$ cat config.mk
export PLATFORM = sky130hd
export DESIGN_NAME = ac_motor_pwm_gate
export DESIGN_NICKNAME = d
export VERILOG_FILES = /design/src/rtl/ac_motor_pkg.sv /design/src/rtl/ac_motor_deadtime.sv /design/src/rtl/ac_motor_pwm_gate.sv
export SDC_FILE = /design/constraint.sdc
export NUM_CORES = 1
export LEC_CHECK = 0
export ABC_AREA = 1
export CORE_ASPECT_RATIO = 1.5
export CORE_UTILIZATION = 35
export DETAILED_ROUTE_END_ITERATION = 8
export HOLD_SLACK_MARGIN = 0.15
export PLACE_DENSITY = 0.56
export SLEW_MARGIN = 10
export SYNTH_ARGS = -nofsm -noshare
export SYNTH_HDL_FRONTEND = slang
export SYNTH_SLANG_ARGS = --single-unit
$ cat constraint.sdc
create_clock -name clk -period 5.5 [get_ports clk]
set_input_delay 1.1 -clock clk [delete_from_list [all_inputs] [get_ports clk]]
set_output_delay 1.1 -clock clk [all_outputs]
set_load 0.05 [all_outputs]
$ cat src/rtl/ac_motor_pkg.sv
// Shared types and constants for the AC motor bridge gate path.
// Latency: n/a (definitions only).
// Backpressure: none.
`timescale 1ns/1ps
package ac_motor_pkg;

    localparam int TRI_W_DEF = 25;

    localparam int PH_U = 0;
    localparam int PH_V = 1;
    localparam int PH_W = 2;

    typedef enum logic [2:0] {
        ST_OFF,
        ST_DEAD_HI,
        ST_HI,
        ST_DEAD_LO,
        ST_LO
    } phase_state_t;

endpackage

$ cat src/rtl/ac_motor_deadtime.sv
// One bridge leg: complementary hi/lo gates with dead-time insertion.
// Latency: demand to gate change is DEAD_CYCLES+1 cycles; en low forces OFF on the next edge.
// Backpressure: none; demand pulses shorter than the dead interval are swallowed.
`timescale 1ns/1ps
module ac_motor_deadtime
    import ac_motor_pkg::*;
#(
    parameter int DEAD_CYCLES = 20,
    parameter int DEAD_W      = 8
) (
    input  logic clk,
    input  logic rst_n,
    input  logic en,
    input  logic demand,
    output logic hi,
    output logic lo
);

    localparam logic [DEAD_W-1:0] RELOAD = DEAD_W'(DEAD_CYCLES - 1);

    phase_state_t      state;
    phase_state_t      state_nxt;
    logic [DEAD_W-1:0] cnt;
    logic [DEAD_W-1:0] cnt_nxt;

    // Gates are registered copies of the next-state decode so they toggle with the state itself.
    always_ff @(posedge clk or negedge rst_n) begin
        if (!rst_n) begin
            state <= ST_OFF;
            cnt   <= '0;
            hi    <= 1'b0;
            lo    <= 1'b0;
        end else begin
            state <= state_nxt;
            cnt   <= cnt_nxt;
            hi    <= (state_nxt == ST_HI);
            lo    <= (state_nxt == ST_LO);
        end
    end

    always_comb begin
        state_nxt = state;
        cnt_nxt   = cnt;
        if (!en) begin
            state_nxt = ST_OFF;
            cnt_nxt   = '0;
        end else begin
            unique case (state)
                ST_OFF: begin
                    state_nxt = demand ? ST_DEAD_HI : ST_DEAD_LO;
                    cnt_nxt   = RELOAD;
                end
                ST_DEAD_HI: begin
                    if (!demand) begin
                        state_nxt = ST_DEAD_LO;
                        cnt_nxt   = RELOAD;
                    end else if (cnt == '0) begin
                        state_nxt = ST_HI;
                    end else begin
                        cnt_nxt = cnt - 1'b1;
                    end
                end
                ST_HI: begin
                    if (!demand) begin
                        state_nxt = ST_DEAD_LO;
                        cnt_nxt   = RELOAD;
                    end
                end
                ST_DEAD_LO: begin
                    if (demand) begin
                        state_nxt = ST_DEAD_HI;
                        cnt_nxt   = RELOAD;
                    end else if (cnt == '0) begin
                        state_nxt = ST_LO;
                    end else begin
                        cnt_nxt = cnt - 1'b1;
                    end
                end
                ST_LO: begin
                    if (demand) begin
                        state_nxt = ST_DEAD_HI;
                        cnt_nxt   = RELOAD;
                    end
                end
                default: begin
                    state_nxt = ST_OFF;
                    cnt_nxt   = '0;
                end
            endcase
        end
    end

endmodule

$ cat src/rtl/ac_motor_pwm_gate.sv
// Three-phase bridge gate generator: valley-synced shadow refs, carrier compare, dead-time legs.
// Latency: carrier sample to demand 1 cycle, demand to gate DEAD_CYCLES+1 cycles.
// Backpressure: none; references are only sampled at the carrier valley while enabled.
`timescale 1ns/1ps
module ac_motor_pwm_gate
    import ac_motor_pkg::*;
#(
    parameter int TRI_W       = TRI_W_DEF,
    parameter int DEAD_CYCLES = 20,
    parameter int DEAD_W      = 8
) (
    input  logic             clk,
    input  logic             rst_n,
    input  logic [TRI_W-1:0] triangle,
    input  logic             cw,
    input  logic             ccw,
    input  logic             lock,
    input  logic [TRI_W-1:0] ref_u,
    input  logic [TRI_W-1:0] ref_v,
    input  logic [TRI_W-1:0] ref_w,
    output logic [2:0]       gate_hi,
    output logic [2:0]       gate_lo,
    output logic             pwm_sync,
    output logic             active
);

    logic                  en;
    logic                  en_q;
    logic                  swap;
    logic                  valley;
    logic                  slope_rising;
    logic [TRI_W-1:0]      tri_prev;
    logic [2:0][TRI_W-1:0] map_ref;
    logic [2:0][TRI_W-1:0] shadow;
    logic [2:0]            demand;

    assign en     = lock & (cw ^ ccw);
    assign swap   = ccw & ~cw;
    assign valley = ~slope_rising & ($signed(triangle) > $signed(tri_prev));
    assign active = en_q;

    // Counter-clockwise rotation is produced by exchanging the V and W legs.
    always_comb begin
        map_ref[PH_U] = ref_u;
        map_ref[PH_V] = swap ? ref_w : ref_v;
        map_ref[PH_W] = swap ? ref_v : ref_w;
    end

    always_ff @(posedge clk or negedge rst_n) begin
        if (!rst_n) begin
            en_q         <= 1'b0;
            tri_prev     <= '0;
            slope_rising <= 1'b0;
            shadow       <= '0;
            pwm_sync     <= 1'b0;
            demand       <= '0;
        end else begin
            en_q     <= en;
            tri_prev <= triangle;
            if (valley) begin
                slope_rising <= 1'b1;
            end else if ($signed(triangle) < $signed(tri_prev)) begin
                slope_rising <= 1'b0;
            end
            // Shadows track the refs freely while idle so the first enabled period starts fresh.
            if (!en_q || valley) begin
                shadow <= map_ref;
            end
            pwm_sync <= valley & en_q;
            for (int i = 0; i < 3; i++) begin
                demand[i] <= ($signed(shadow[i]) > $signed(triangle));
            end
        end
    end

    for (genvar ph = 0; ph < 3; ph++) begin : g_leg
        ac_motor_deadtime #(
            .DEAD_CYCLES (DEAD_CYCLES),
            .DEAD_W      (DEAD_W)
        ) u_deadtime (
            .clk    (clk),
            .rst_n  (rst_n),
            .en     (en),
            .demand (demand[ph]),
            .hi     (gate_hi[ph]),
            .lo     (gate_lo[ph])
        );
    end

endmodule

## After elaboration in Yosys (flattened, before gate mapping)

Cells that the tools add are included.

- Register bits: 145

- $add $sub $neg: 3
- Magnitude comparators: 5
- Equality and inequality tests: 24
- Multiplexer cells: 52
- Bitwise gates (word level): 7
- Reductions and logical operators: 12

Operators by type and width:

| kind | number |
|---|---|
| 2-to-1 mux 8 bit | 18 |
| one-hot mux 8 bit (5 select lines) | 3 |
| > comparator 25 bit | 4 |
| 2-to-1 mux 3 bit | 21 |
| 2-to-1 mux 25 bit | 2 |
| one-hot mux 3 bit (5 select lines) | 3 |
| equality test 3 x 2 -> 1 bit (second input constant) | 9 |
| < comparator 25 bit | 1 |
| zero test 8 bit | 3 |
| subtractor 8 x 1 -> 8 bit (second input constant) | 3 |
| equality test 3 bit (second input constant) | 6 |
| inequality test 3 bit (second input constant) | 6 |
| equality test 3 x 1 -> 1 bit (second input constant) | 3 |
| zero test 3 bit | 3 |
| 2-to-1 mux 2 bit | 3 |
| AND reduction 2 bit | 3 |
| AND 1 bit | 4 |
| 2-to-1 mux 1 bit | 2 |
| inverter 1 bit | 2 |
| nonzero test 2 bit | 1 |
| zero test 1 bit | 1 |
| logical OR 1 bit | 1 |
| XOR 1 bit | 1 |

## Longest topological paths before layout

- Word-level depth: 6
- Mapped depth: 17
- Depth with buffers taken out: 15

## Cells and area by module

A second synthesis with hierarchy kept.

- Cells, all modules: 1299
- Area, all modules: 9715.6 um^2

By module, submodules not included:

| module | times used | cells each | area each (um^2) | sequential area each (um^2) |
|---|---|---|---|---|
| ac_motor_pwm_gate | 1 | 907 | 6959.2 | 2652.5 |
| ac_motor_deadtime (g_leg[0].u_deadtime ...) | 2 | 131 | 919.6 | 325.3 |
| ac_motor_deadtime (g_leg[1].u_deadtime) | 1 | 130 | 917.1 | 325.3 |

## Worst setup path after synthesis

Ideal clock, no wire load.

- Kind: input -> register
- From: in triangle[24]
- To: reg shadow[29] (netlist name)
- Arrival time: 2.600 ns
- Data required time: 5.383 ns
- Slack: 2.783 ns
- Stages: 14
- Path buffers: 2
- Path through: ha_1 -> nand2_1 -> nor2_2 -> nand2_1 -> nor3_1 -> nand2_1 -> nand2_1 -> nand2_2 -> nand3_4 -> nand2_1 -> buf_6 -> buf_6 -> nand2_1 -> nand2_1

- Longest elaborated chain between the ends: 3

RTL lines:

| item | line | RTL |
|---|---|---|
| from (decl) | ac_motor_pwm_gate.sv:14 | `input logic [TRI_W-1:0] triangle,` |
| > comparator 25 bit | ac_motor_pwm_gate.sv:39 | `assign valley = ~slope_rising & ($signed(triangle) > $signed(tri_prev));` |
| AND 1 bit | ac_motor_pwm_gate.sv:39 |  |
| logical OR 1 bit | ac_motor_pwm_gate.sv:66 | `if (!en_q \|\| valley) begin` |
| to (signal assigned) | ac_motor_pwm_gate.sv:67 | `shadow <= map_ref;` |
| to (decl) | ac_motor_pwm_gate.sv:34 | `logic [2:0][TRI_W-1:0] shadow;` |

No other way between the ends.
A chain may end at the register's enable or synchronous reset.

## Worst setup path in the final report

- From: in triangle[24]
- To: reg shadow[57] (netlist name)

Same word-level chain as after synthesis.

==> summary.txt <==
Setup path
  – Crit path kind: in2reg
  – Reg-to-Reg Start: tri_prev[20]
  – Reg2Reg Depth: 15
  – CP dominant cell by count: nand2_1
  – Arrival @ worst endpoint: 4.05 ns
  – CP Cell Sequence: clkdlybuf4s50_1 -> ha_1 -> nand2_1 -> nor2_2 -> nand2_1 -> nor2_1 -> nand2_1 -> nand2_1 -> nor2_1 -> nand2_1 -> nand2_2 -> nand3_4 -> nand2_2 -> buf_4 -> nand2_1 -> nand2_1
  – Critical path launch point type: input port
  – Flop-to-flop setup slack: between 2 and 3 ns
  – WP data required: slightly below 6 ns
  – Largest stage delay, worst path: 0.49 ns
  – Critical Path End Type: flop
  – Worst-path fanout max: 53
  – Crit path from: triangle[24]
  – Crit-path slowest cell: clkdlybuf4s50_1
  – Worst reg2reg endpoint: shadow[57]

Die
  – Initial Util: 0.356
  – Row count: 73
  – Die ar.: 27600 µm²
  – Chip height: 203 µm
  – Core Area: ~26000 µm²
  – # IOs: 113
  – Die Wd: between 100 and 150 µm

Worst hold path
  – Hold Path Class: reg2reg
  – Hold path depth: 1
  – Hold Path Origin: g_leg[2].u_deadtime.cnt[2]
  – Hold Crit Endpoint: g_leg[2].u_deadtime.cnt[2]

Detailed routing
  – Vias per cell: ~4.9
  – DRC viols: 0
  – Pre-antenna DRT Iters: 5
  – Total vias in the final route: 8234
  – Routed WL: 24.0 mm
  – Iter 0 DRT Violations: 343
  – DR WL/cell: roughly 14 µm
  – DRT antenna net count: 0

Layout
  – Register area: 3630 µm²
  – Commonest non-fill, non-tap cells in the layout: 313 x nand2_1, 159 x inv_1, 144 x dfrtp_1, 124 x nand3_1, 111 x clkdlybuf4s50_1
  – Post-route cell area: roughly 11000 µm²
  – Final Non-Filler Cells: approximately 1.7k
  – Fill cells: 2745
  – Layout cells sized above 1: 0.0369
  – Most common library cell in the layout ignoring fill and taps: nand2_1
  – Total Nets Final: 1554
  – Multi-input gate area: a little under 5000 µm²
  – # diodes: 0
  – Area Growth Syn to Fin: 21.6%

Synthesis
  – Post-Synthesis Net Count: ~1.5k
  – Sequential share of the synthesized area: 0.385
  – Post-Syn Area: 9420 µm²
  – Number of flops mapped to enable cells by yosys: 0
  – Top FF cell, synth: dfrtp_1
  – FF+latch count, synth: 145
  – Asr flop ratio synth: 1.00
  – Post-Syn Instances: 1250
  – Netlist cell types: 34
  – Syn_area_per_cell: around 7.5 µm²
  – Synth warn: 0

Timing
  – RSZ-0062 raised after global routing: no
  – Slew HR: 0.398
  – Setup WS post-layout: 1.81 ns
  – Skew final: 0.00645 ns
  – Final setup vio count: 0
  – Final Hold Viols: 0
  – Peak Freq: 271 MHz
  – Fin crit period: roughly 3.7 ns
  – Worst slew pin tran: 0.900 ns
  – Period Utilization, post-route: 0.670
  – Max Transition Viols Final: 0
  – Setup TNS: 0 ns

Clock tree
  – Longest Clk Path Bufs: 2
  – CTS Buf Count: 17
  – Setup bufs post-CTS: 0
  – Htree depth: 4
  – Root buffer cell: clkbuf_16
  – CTS tree: done
  – # resized after CTS: 0
  – Clk slew on worst S/H paths: 0.06 ns
  – Clock sinks: 145
  – Latest clock arrival within the worst-skew pair: between 0.4 and 0.5 ns
  – Hold_buf cts: 0

Place
  – Gpl congestion: 0.872
  – Port Buffers: 112
  – Cells after DPL: roughly 1.7k
  – Pre-CTS WS: 1.34 ns
  – Area of placed instances: 10800 µm²
  – DP Wirelength: 18.6 mm

Global route
  – Pin count of the biggest net entering global routing: 78
  – Number of global-route vias before repair: slightly above 8k
  – Gr usage total: 0.185
  – Grt total ovfl: 0
  – Wire length of the first global-routing pass: around 40 mm
  – Initial antenna violation count: 0

Power
  – Leakage power: 5.76 nW
  – Peak VDD IR: ~0.2 mV
  – Pwr Density: about 320 nW/µm²

Flow run
  – Max-cap viol count: 0

Run status
  – Status: completed
==> routing by layer <==
metal | global-route usage | vias to the layer above | wire length (µm)
met5 | 0 | - | 0
li1 | - | 4281 | -
met2 | 0.325 | 153 | 12200
met4 | 0.0940 | 0 | 1010
met3 | 0.0270 | 49 | 573
met1 | 0.217 | 3751 | 10300
==> cell families (layout without fill, tap and decap cells) <==
| logic type | after synthesis | in the layout | share of synthesized area |
|---|---|---|---|
| simple gates | 579 | 579 | 0.258 |
| buf+inv | 208 | 313 | 0.0919 |
| compound gates | 200 | 200 | 0.113 |
| flops | 145 | 145 | 0.385 |
| fa+ha+maj | 107 | 107 | 0.142 |
| xor+xnor | 11 | 11 | 0.0102 |
==> power breakdown <==
group | internal, mW | switching, mW
combinational | 0.372 | 0.632
clock | 0.893 | 0.465
sequential | 1.21 | 0.110
total | 2.47 | 1.21
==> layout make-up <==
class,instances,share of cell area
multi-input cells,897,0.430
flip-flops and latches,145,0.317
repair buffers,119,0.103
inverters,162,0.0531
clock buffers,21,0.0410
well taps,337,0.0368
clock inverters,11,0.0195
==> flip-flops by register name (all words and copies together), names as in the netlist <==
register / count
slope_rising: 1
shadow: 75
tri_prev: 25
active: 1
g_leg.u_deadtime.state: 9
g_leg.u_deadtime.hi: 3
g_leg.u_deadtime.cnt: 24
g_leg.u_deadtime.lo: 3
pwm_sync: 1
demand: 3
==> worst max-delay path by stage <==
stage	slack, ns	end
after detailed placement	1.34	shadow[11]
after global routing	1.46	shadow[5]
final	1.81	shadow[57]
after CTS	1.78	shadow[11]
after floorplan	2.78	shadow[29]
after global placement	1.38	shadow[16]
==> synth_stat cells, types with 5 or more instances <==
| cell | count | area [µm²] |
|---|---|---|
| nand2_1 | 314 | 1180 |
| inv_1 | 159 | 597 |
| dfrtp_1 | 145 | 3630 |
| nand3_1 | 124 | 621 |
| ha_1 | 107 | 1340 |
| nor2_1 | 100 | 375 |
| a21oi_1 | 87 | 435 |
| o21ai_0 | 80 | 400 |
| clkbuf_1 | 25 | 93.8 |
| nor3_1 | 16 | 80.1 |
| nand4_1 | 14 | 87.6 |
| xor2_1 | 11 | 96.3 |
| o22ai_1 | 9 | 56.3 |
| buf_2 | 8 | 40.0 |
| buf_6 | 7 | 78.8 |
| buf_4 | 6 | 45.0 |
| o211ai_1 | 5 | 37.5 |
| o21ai_1 | 5 | 25.0 |
==> stage by stage <==
stage | hold slack [ns] | util | power, mW
floorplan | 0.467 | - | 2.02
global placement | 0.490 | 0.407 | 2.33
detailed placement | 0.496 | 0.407 | 2.35
CTS | 0.502 | 0.433 | 3.72
global route | 0.540 | 0.433 | 3.93
finish | 0.499 | 0.433 | 3.68
==> critical path: cells and delay by family <==
family,cells,cell delay [ns]
simple gates,13,1.50
buf+inv,2,0.96
fa+ha+maj,1,0.42
(Power assumes the default switching activity.)
